===== src/rtl/acc_pkg.sv =====
// Shared definitions for the acc_send schedulers: opcodes, response codes, FSM encodings.
// Request validation lives here so the receive-side scheduler applies the same rules.
package acc_pkg;

   localparam logic [2:0] OP_EAGER = 3'b010;
   localparam logic [2:0] OP_MEM   = 3'b011;

   typedef enum logic [1:0] {
      ERR_OK      = 2'd0,
      ERR_OPCODE  = 2'd1,
      ERR_SIZE    = 2'd2,
      ERR_TIMEOUT = 2'd3
   } rsp_err_e;

   typedef enum logic [2:0] {
      S_IDLE  = 3'd0,
      S_CHECK = 3'd1,
      S_ISSUE = 3'd2,
      S_BUSY  = 3'd3,
      S_RESP  = 3'd4
   } sched_state_e;

   // A zero-length memory send would never complete in the engine, so it is refused up front.
   function automatic rsp_err_e check_req(input logic [2:0] op, input logic [10:0] size);
      if (op != OP_EAGER && op != OP_MEM) return ERR_OPCODE;
      if (op == OP_MEM && size == '0) return ERR_SIZE;
      return ERR_OK;
   endfunction

endpackage


===== src/rtl/rr_arbiter.sv =====
// Combinational round-robin pick: first requester after last_grant, wrapping.
// Shared by the send- and receive-side schedulers.
module rr_arbiter #(
   parameter int NUM_REQ = 4,
   parameter int ID_W    = 2
) (
   input  logic [NUM_REQ-1:0] req,
   input  logic [ID_W-1:0]    last_grant,
   output logic [ID_W-1:0]    grant,
   output logic               any_req
);

   logic [ID_W:0]   sum;
   logic [ID_W-1:0] idx;

   // Scan from the farthest offset down so the nearest pending requester overwrites last.
   always_comb begin
      grant = last_grant;
      sum   = '0;
      idx   = '0;
      for (int k = NUM_REQ; k >= 1; k--) begin
         sum = {1'b0, last_grant} + (ID_W+1)'(k);
         if (sum >= (ID_W+1)'(NUM_REQ)) sum = sum - (ID_W+1)'(NUM_REQ);
         idx = sum[ID_W-1:0];
         if (req[idx]) grant = idx;
      end
   end

   assign any_req = |req;

endmodule


===== src/rtl/acc_send_sched.sv =====
// Round-robin scheduler sharing one acc_send engine among NUM_REQ requesters.
// Optional build macro ACC_SEND_TIMEOUT_EN adds a BUSY watchdog and the timeout_flag port.
module acc_send_sched
   import acc_pkg::*;
#(
   parameter int NUM_REQ        = 4,
   parameter int ID_W           = 2,
   parameter int TIMEOUT_CYCLES = 4096
) (
   input  logic                 nios_clk,
   input  logic                 reset,
   input  logic [NUM_REQ-1:0]   req_valid,
   input  logic [NUM_REQ*32-1:0] req_head,
   input  logic [NUM_REQ*32-1:0] req_ptr,
   input  logic [NUM_REQ*3-1:0] req_opcode,
   output logic [NUM_REQ-1:0]   req_ack,
   output logic [31:0]          rsp_result,
   output logic [1:0]           rsp_err,
   output logic [ID_W-1:0]      rsp_id,
   output logic                 busy,
   output logic                 eng_clk_en,
   output logic                 eng_start,
   output logic [31:0]          eng_head,
   output logic [31:0]          eng_ptr,
   output logic [2:0]           eng_opcode,
   input  logic                 eng_done,
   input  logic [31:0]          eng_result
`ifdef ACC_SEND_TIMEOUT_EN
   ,
   output logic                 timeout_flag
`endif
);

   sched_state_e    state;
   logic [ID_W-1:0] grant, last_grant, arb_grant;
   logic            any_req;
   rsp_err_e        chk_err;
`ifdef ACC_SEND_TIMEOUT_EN
   logic [12:0]     busy_cnt;
`endif

   rr_arbiter #(.NUM_REQ(NUM_REQ), .ID_W(ID_W)) u_arb (
      .req        (req_valid),
      .last_grant (last_grant),
      .grant      (arb_grant),
      .any_req    (any_req)
   );

   // The engine operand registers double as the latched request.
   assign chk_err = check_req(eng_opcode, eng_ptr[10:0]);

   always_ff @(posedge nios_clk) begin
      if (reset) begin
         state      <= S_IDLE;
         grant      <= '0;
         last_grant <= ID_W'(NUM_REQ-1);
         req_ack    <= '0;
         rsp_result <= '0;
         rsp_err    <= '0;
         rsp_id     <= '0;
         busy       <= 1'b0;
         eng_clk_en <= 1'b0;
         eng_start  <= 1'b0;
         eng_head   <= '0;
         eng_ptr    <= '0;
         eng_opcode <= '0;
`ifdef ACC_SEND_TIMEOUT_EN
         busy_cnt     <= '0;
         timeout_flag <= 1'b0;
`endif
      end else begin
         req_ack   <= '0;
         eng_start <= 1'b0;
         case (state)
            S_IDLE: if (any_req) begin
               grant      <= arb_grant;
               eng_head   <= req_head[32*arb_grant +: 32];
               eng_ptr    <= req_ptr[32*arb_grant +: 32];
               eng_opcode <= req_opcode[3*arb_grant +: 3];
               busy       <= 1'b1;
               state      <= S_CHECK;
            end
            S_CHECK: if (chk_err != ERR_OK) begin
               req_ack    <= NUM_REQ'(1) << grant;
               rsp_id     <= grant;
               rsp_err    <= chk_err;
               rsp_result <= '0;
               state      <= S_RESP;
            end else begin
               eng_clk_en <= 1'b1;
               eng_start  <= 1'b1;
`ifdef ACC_SEND_TIMEOUT_EN
               busy_cnt   <= '0;
`endif
               state      <= S_ISSUE;
            end
            S_ISSUE: state <= S_BUSY;
            S_BUSY: if (eng_done) begin
               eng_clk_en <= 1'b0;
               req_ack    <= NUM_REQ'(1) << grant;
               rsp_id     <= grant;
               rsp_err    <= ERR_OK;
               rsp_result <= eng_result;
               state      <= S_RESP;
            end
`ifdef ACC_SEND_TIMEOUT_EN
            else if (busy_cnt == 13'(TIMEOUT_CYCLES-1)) begin
               eng_clk_en   <= 1'b0;
               req_ack      <= NUM_REQ'(1) << grant;
               rsp_id       <= grant;
               rsp_err      <= ERR_TIMEOUT;
               rsp_result   <= '0;
               timeout_flag <= 1'b1;
               state        <= S_RESP;
            end else begin
               busy_cnt <= busy_cnt + 13'd1;
            end
`endif
            S_RESP: begin
               last_grant <= grant;
               rsp_result <= '0;
               rsp_err    <= '0;
               rsp_id     <= '0;
               busy       <= 1'b0;
               state      <= S_IDLE;
            end
            default: state <= S_IDLE;
         endcase
      end
   end

endmodule


===== config.mk =====
export PLATFORM = sky130hd
export DESIGN_NAME = acc_send_sched
export DESIGN_NICKNAME = d
export VERILOG_FILES = /design/src/rtl/acc_pkg.sv /design/src/rtl/rr_arbiter.sv /design/src/rtl/acc_send_sched.sv
export SDC_FILE = /design/constraint.sdc
export NUM_CORES = 1
export LEC_CHECK = 0
export CAP_MARGIN = 20
export CELL_PAD_IN_SITES_DETAIL_PLACEMENT = 0
export CELL_PAD_IN_SITES_GLOBAL_PLACEMENT = 1
export CORE_AREA = 2 2 164 166
export CTS_CLUSTER_SIZE = 10
export DETAILED_ROUTE_END_ITERATION = 16
export DIE_AREA = 0 0 166 168
export DONT_BUFFER_PORTS = 1
export GPL_TIMING_DRIVEN = 0
export PLACE_DENSITY_LB_ADDON = 0.25
export REMOVE_ABC_BUFFERS = 1
export SYNTH_ARGS = -nofsm -noshare
export SYNTH_HDL_FRONTEND = slang
export SYNTH_SLANG_ARGS = --single-unit

===== constraint.sdc =====
create_clock -name nios_clk -period 2.13 [get_ports nios_clk]
set_input_delay 0.426 -clock nios_clk [delete_from_list [all_inputs] [get_ports nios_clk]]
set_output_delay 0.426 -clock nios_clk [all_outputs]
set_load 0.03 [all_outputs]

==> flow_summary_export.csv <==
group,metric,value,unit
final_layout,drive_gt1_share,18.47,%
floorplan,die_w,166,µm
timing,rsz0062_at_grt,"no",
floorplan,fp.dieArea,27890,µm²
clock_network,cts_sinks,117,
clock_network,insertion_delay,420,ps
grt,gr-usage-all-layers,16.20,%
floorplan,start_util,22.70,%
yosys,yosys_warnings,0,
yosys,synth.distinct_cells,48,
clock_network,cts.htree.levels,4,
job,drv_cap,0,
grt,antenna_found_initial,3,
final_layout,stdcell_area,7317,µm²
timing,maxSlewViolCount,0,
yosys,synth_area_leaders,"dfxtp_1, mux2i_1, nand3_1, o2111ai_1, a22o_1",
clock_network,clk_path_buf_depth,2,
yosys,postSynthCellCount,629,
grt,use_met1,18.03,%
floorplan,num_rows,60,
timing,worst_pin_slew,794.5,ps
yosys,synth_top_flop_cell,"dfxtp_1",
grt,use_met2,29.10,%
clock_network,tritoncts,"done",
placement,port-buffer-count,0,
yosys,synth_area,5982,µm²
timing,fin_crit_sh,97.26,%
clock_network,clk_pin_slew,70,ps
floorplan,coreArea,26350,µm²
yosys,synth_xor_area_share,0,%
drt,post_drt_wl_per_cell,24.03,µm
timing,worst_slew_margin_rel,46.83,%
placement,placed_cell_area,6254,µm²
yosys,synth-async-reset-ratio,0,%
clock_network,cts_root_buf,"clkbuf_16",
clock_network,hold_buffers,0,
drt,ant_nets,0,
timing,post-route-min-period,2072,ps
drt,vias_per_cell,5.405,
yosys,synth_seq_cells,117,
timing,finClkSkew,15.08,ps
yosys,synth_top_family_by_area,"compound AO/OA/AOI/OAI gates",
yosys,synth_simple_gate_area_share,19.81,%
final_layout,layout_commonest_cell,"dfxtp_1",
final_layout,nFillCells,2753,
placement,gp_congestion,0.8508,
final_layout,num-nets-final,933,
power,total_power,7.946,mW
final_layout,most-common-layout-cells,"dfxtp_1, nand3_1, mux2i_1",
power,ir_worst_vdd,0.4584,mV
final_layout,syn2layout_area_growth,22.32,%
setup_path,worst_ep_arrival_time,2330,ps
yosys,synthMuxAreaShare,11.96,%
setup_path,crit_required,2390,ps
grt,grt_first_pass_wirelength,34.23,mm
setup_path,endpoint_kind,"flip-flop",
grt,grt_use_met3,4.725,%
min_path,hold_path.class,"input pin to flip-flop",
final_layout,final_cells,983,
yosys,synth_compound_area_share,23.66,%
yosys,syn_avg_cell_area,9.510,µm²
yosys,yosys.area.top_type,"dfxtp_1",
grt,grt_max_degree,62,
timing,fmax,482.7,MHz
drt,drc_errors,0,
placement,dp_hpwl,15.69,mm
setup_path,crit_type,"flip-flop to flip-flop",
yosys,synth_edf_count,0,
placement,place_inst,917,
grt,gr-total-overflow,0,
floorplan,boundaryPins,417,
yosys,synth.top_cell.area_share,39.15,%
setup_path,cp_max_fo,61,
power,power_density,1086,nW/µm²
drt,vias,5313,
floorplan,die_h,168,µm
clock_network,cts_inserted_buffers,17,
grt,grt_pass1_vias,5474,
grt,top_usage_layer,"met2",
drt,drt-pass1-iter-count,4,
drt,wirelength,23.62,mm
yosys,yosys.area_share.adder,0,%
power,p_leak,2.749,nW
setup_path,start_kind,"flip-flop",
timing,holdWs,90.06,ps
yosys,seq_area_frac_synth,39.15,%
timing,hold_viol,0,
status,status,"finished, final reports clean",
drt,dr.first_iter.drc_count,213,
timing,setup_violations,0,
## area by class of cell
| type | count | area, µm² | share of cell area, % |
|---|---|---|---|
| Multi-Input combinational cell | 456 | 3550 | 48.51 |
| Sequential cell | 117 | 2354 | 32.16 |
| Clock buffer | 18 | 439.2 | 6.002 |
| Tap cell | 341 | 426.7 | 5.831 |
| Timing Repair Buffer | 32 | 391.6 | 5.352 |
| Clock inverter | 14 | 141.4 | 1.932 |
| Inverter | 2 | 7.507 | 0.1026 |
| Antenna cell | 3 | 7.507 | 0.1026 |
## through the flow
stage	TNS (ps)	util, %	setup WS (ps)
after floorplan	-213780	-	-3153
after global placement	-350240	23.12	-5067
after detailed placement	-48510	23.73	-826.7
after CTS	-57.38	27.27	-20.67
after global routing	0	27.77	1.226
final	0	27.77	58.32
## path summary, 6_finish.rpt
kind | depth (start not counted) | slack, ps | startpoint | end
hold reg to reg | 1 | 510 | grant[0] | req_ack[2]
hold / removal | 1 | 90 | reset | state[0]
setup / recovery | 7 | 60 | last_grant[0] | eng_head[25]
setup reg to reg | 7 | 60 | last_grant[0] | eng_head[25]
## registers in the layout, indices dropped and copies added, names as in the netlist
register,cells
busy,1
eng_clk_en,1
eng_head,32
eng_opcode,3
eng_ptr,32
eng_start,1
grant,2
last_grant,2
req_ack,4
rsp_err,2
rsp_id,2
rsp_result,32
state,3
## routing by layer
| metal | vias to the layer above | share of wire (%) | routed length (µm) |
|---|---|---|---|
| li1 | 2441 | - | - |
| met1 | 2550 | 38 | 9078 |
| met2 | 299 | 52 | 12330 |
| met3 | 23 | 6.8 | 1612 |
| met4 | 0 | 2.5 | 600 |
| met5 | - | 0 | 0 |
## critical path: stages, from the launching register on
cell	delay, ps
dfxtp_2	350
and2b_4	220
o21ai_4	160
buf_12	130
and3_4	220
buf_16	280
mux2i_2	400
a211oi_1	130
## repair_timing
| item | 4_1_cts | 5_1_grt |
|---|---|---|
| cloned | 7 | 0 |
| gates resized for setup | 27 | 11 |
| buffers inserted | 12 | 12 |
| pin swaps | 7 | 2 |
| setup endpoints to repair | 101 | 90 |
## kinds of logic (layout without fill, tap and decap cells)
kind of cell | Yosys count | after routing
AND/OR/NAND/NOR | 207 | 213
AO/OA/AOI/OAI | 172 | 172
flip-flops | 117 | 117
multiplexers | 71 | 71
buffers and inverters | 62 | 66
other | 0 | 3
## power by group
group	leakage, nW	total, mW	switching (mW)	internal, mW
Clock	0.278	2.87	1.20	1.67
Sequential	0.962	3.37	0.873	2.50
Combinational	1.51	1.70	0.970	0.734
## Yosys cell counts (2+ instances only)
cell type / count
a211oi_1: 29
a21o_1: 2
a21oi_1: 4
a221o_1: 4
a221oi_1: 27
a22o_1: 32
and2_1: 28
and3_1: 3
buf_2: 16
buf_4: 9
buf_6: 5
clkbuf_1: 30
dfxtp_1: 117
inv_1: 2
mux2_2: 4
mux2i_1: 67
nand2_1: 51
nand2b_1: 6
nand3_1: 76
nand3b_1: 5
nand4_1: 8
nor2_1: 8
nor2b_1: 2
nor3_1: 2
nor3b_1: 2
nor4_4: 3
nor4b_4: 2
o2111ai_1: 36
o21ai_0: 3
o21ai_2: 2
o21bai_1: 27
No activity file was read; power rests on OpenSTA's default activity.
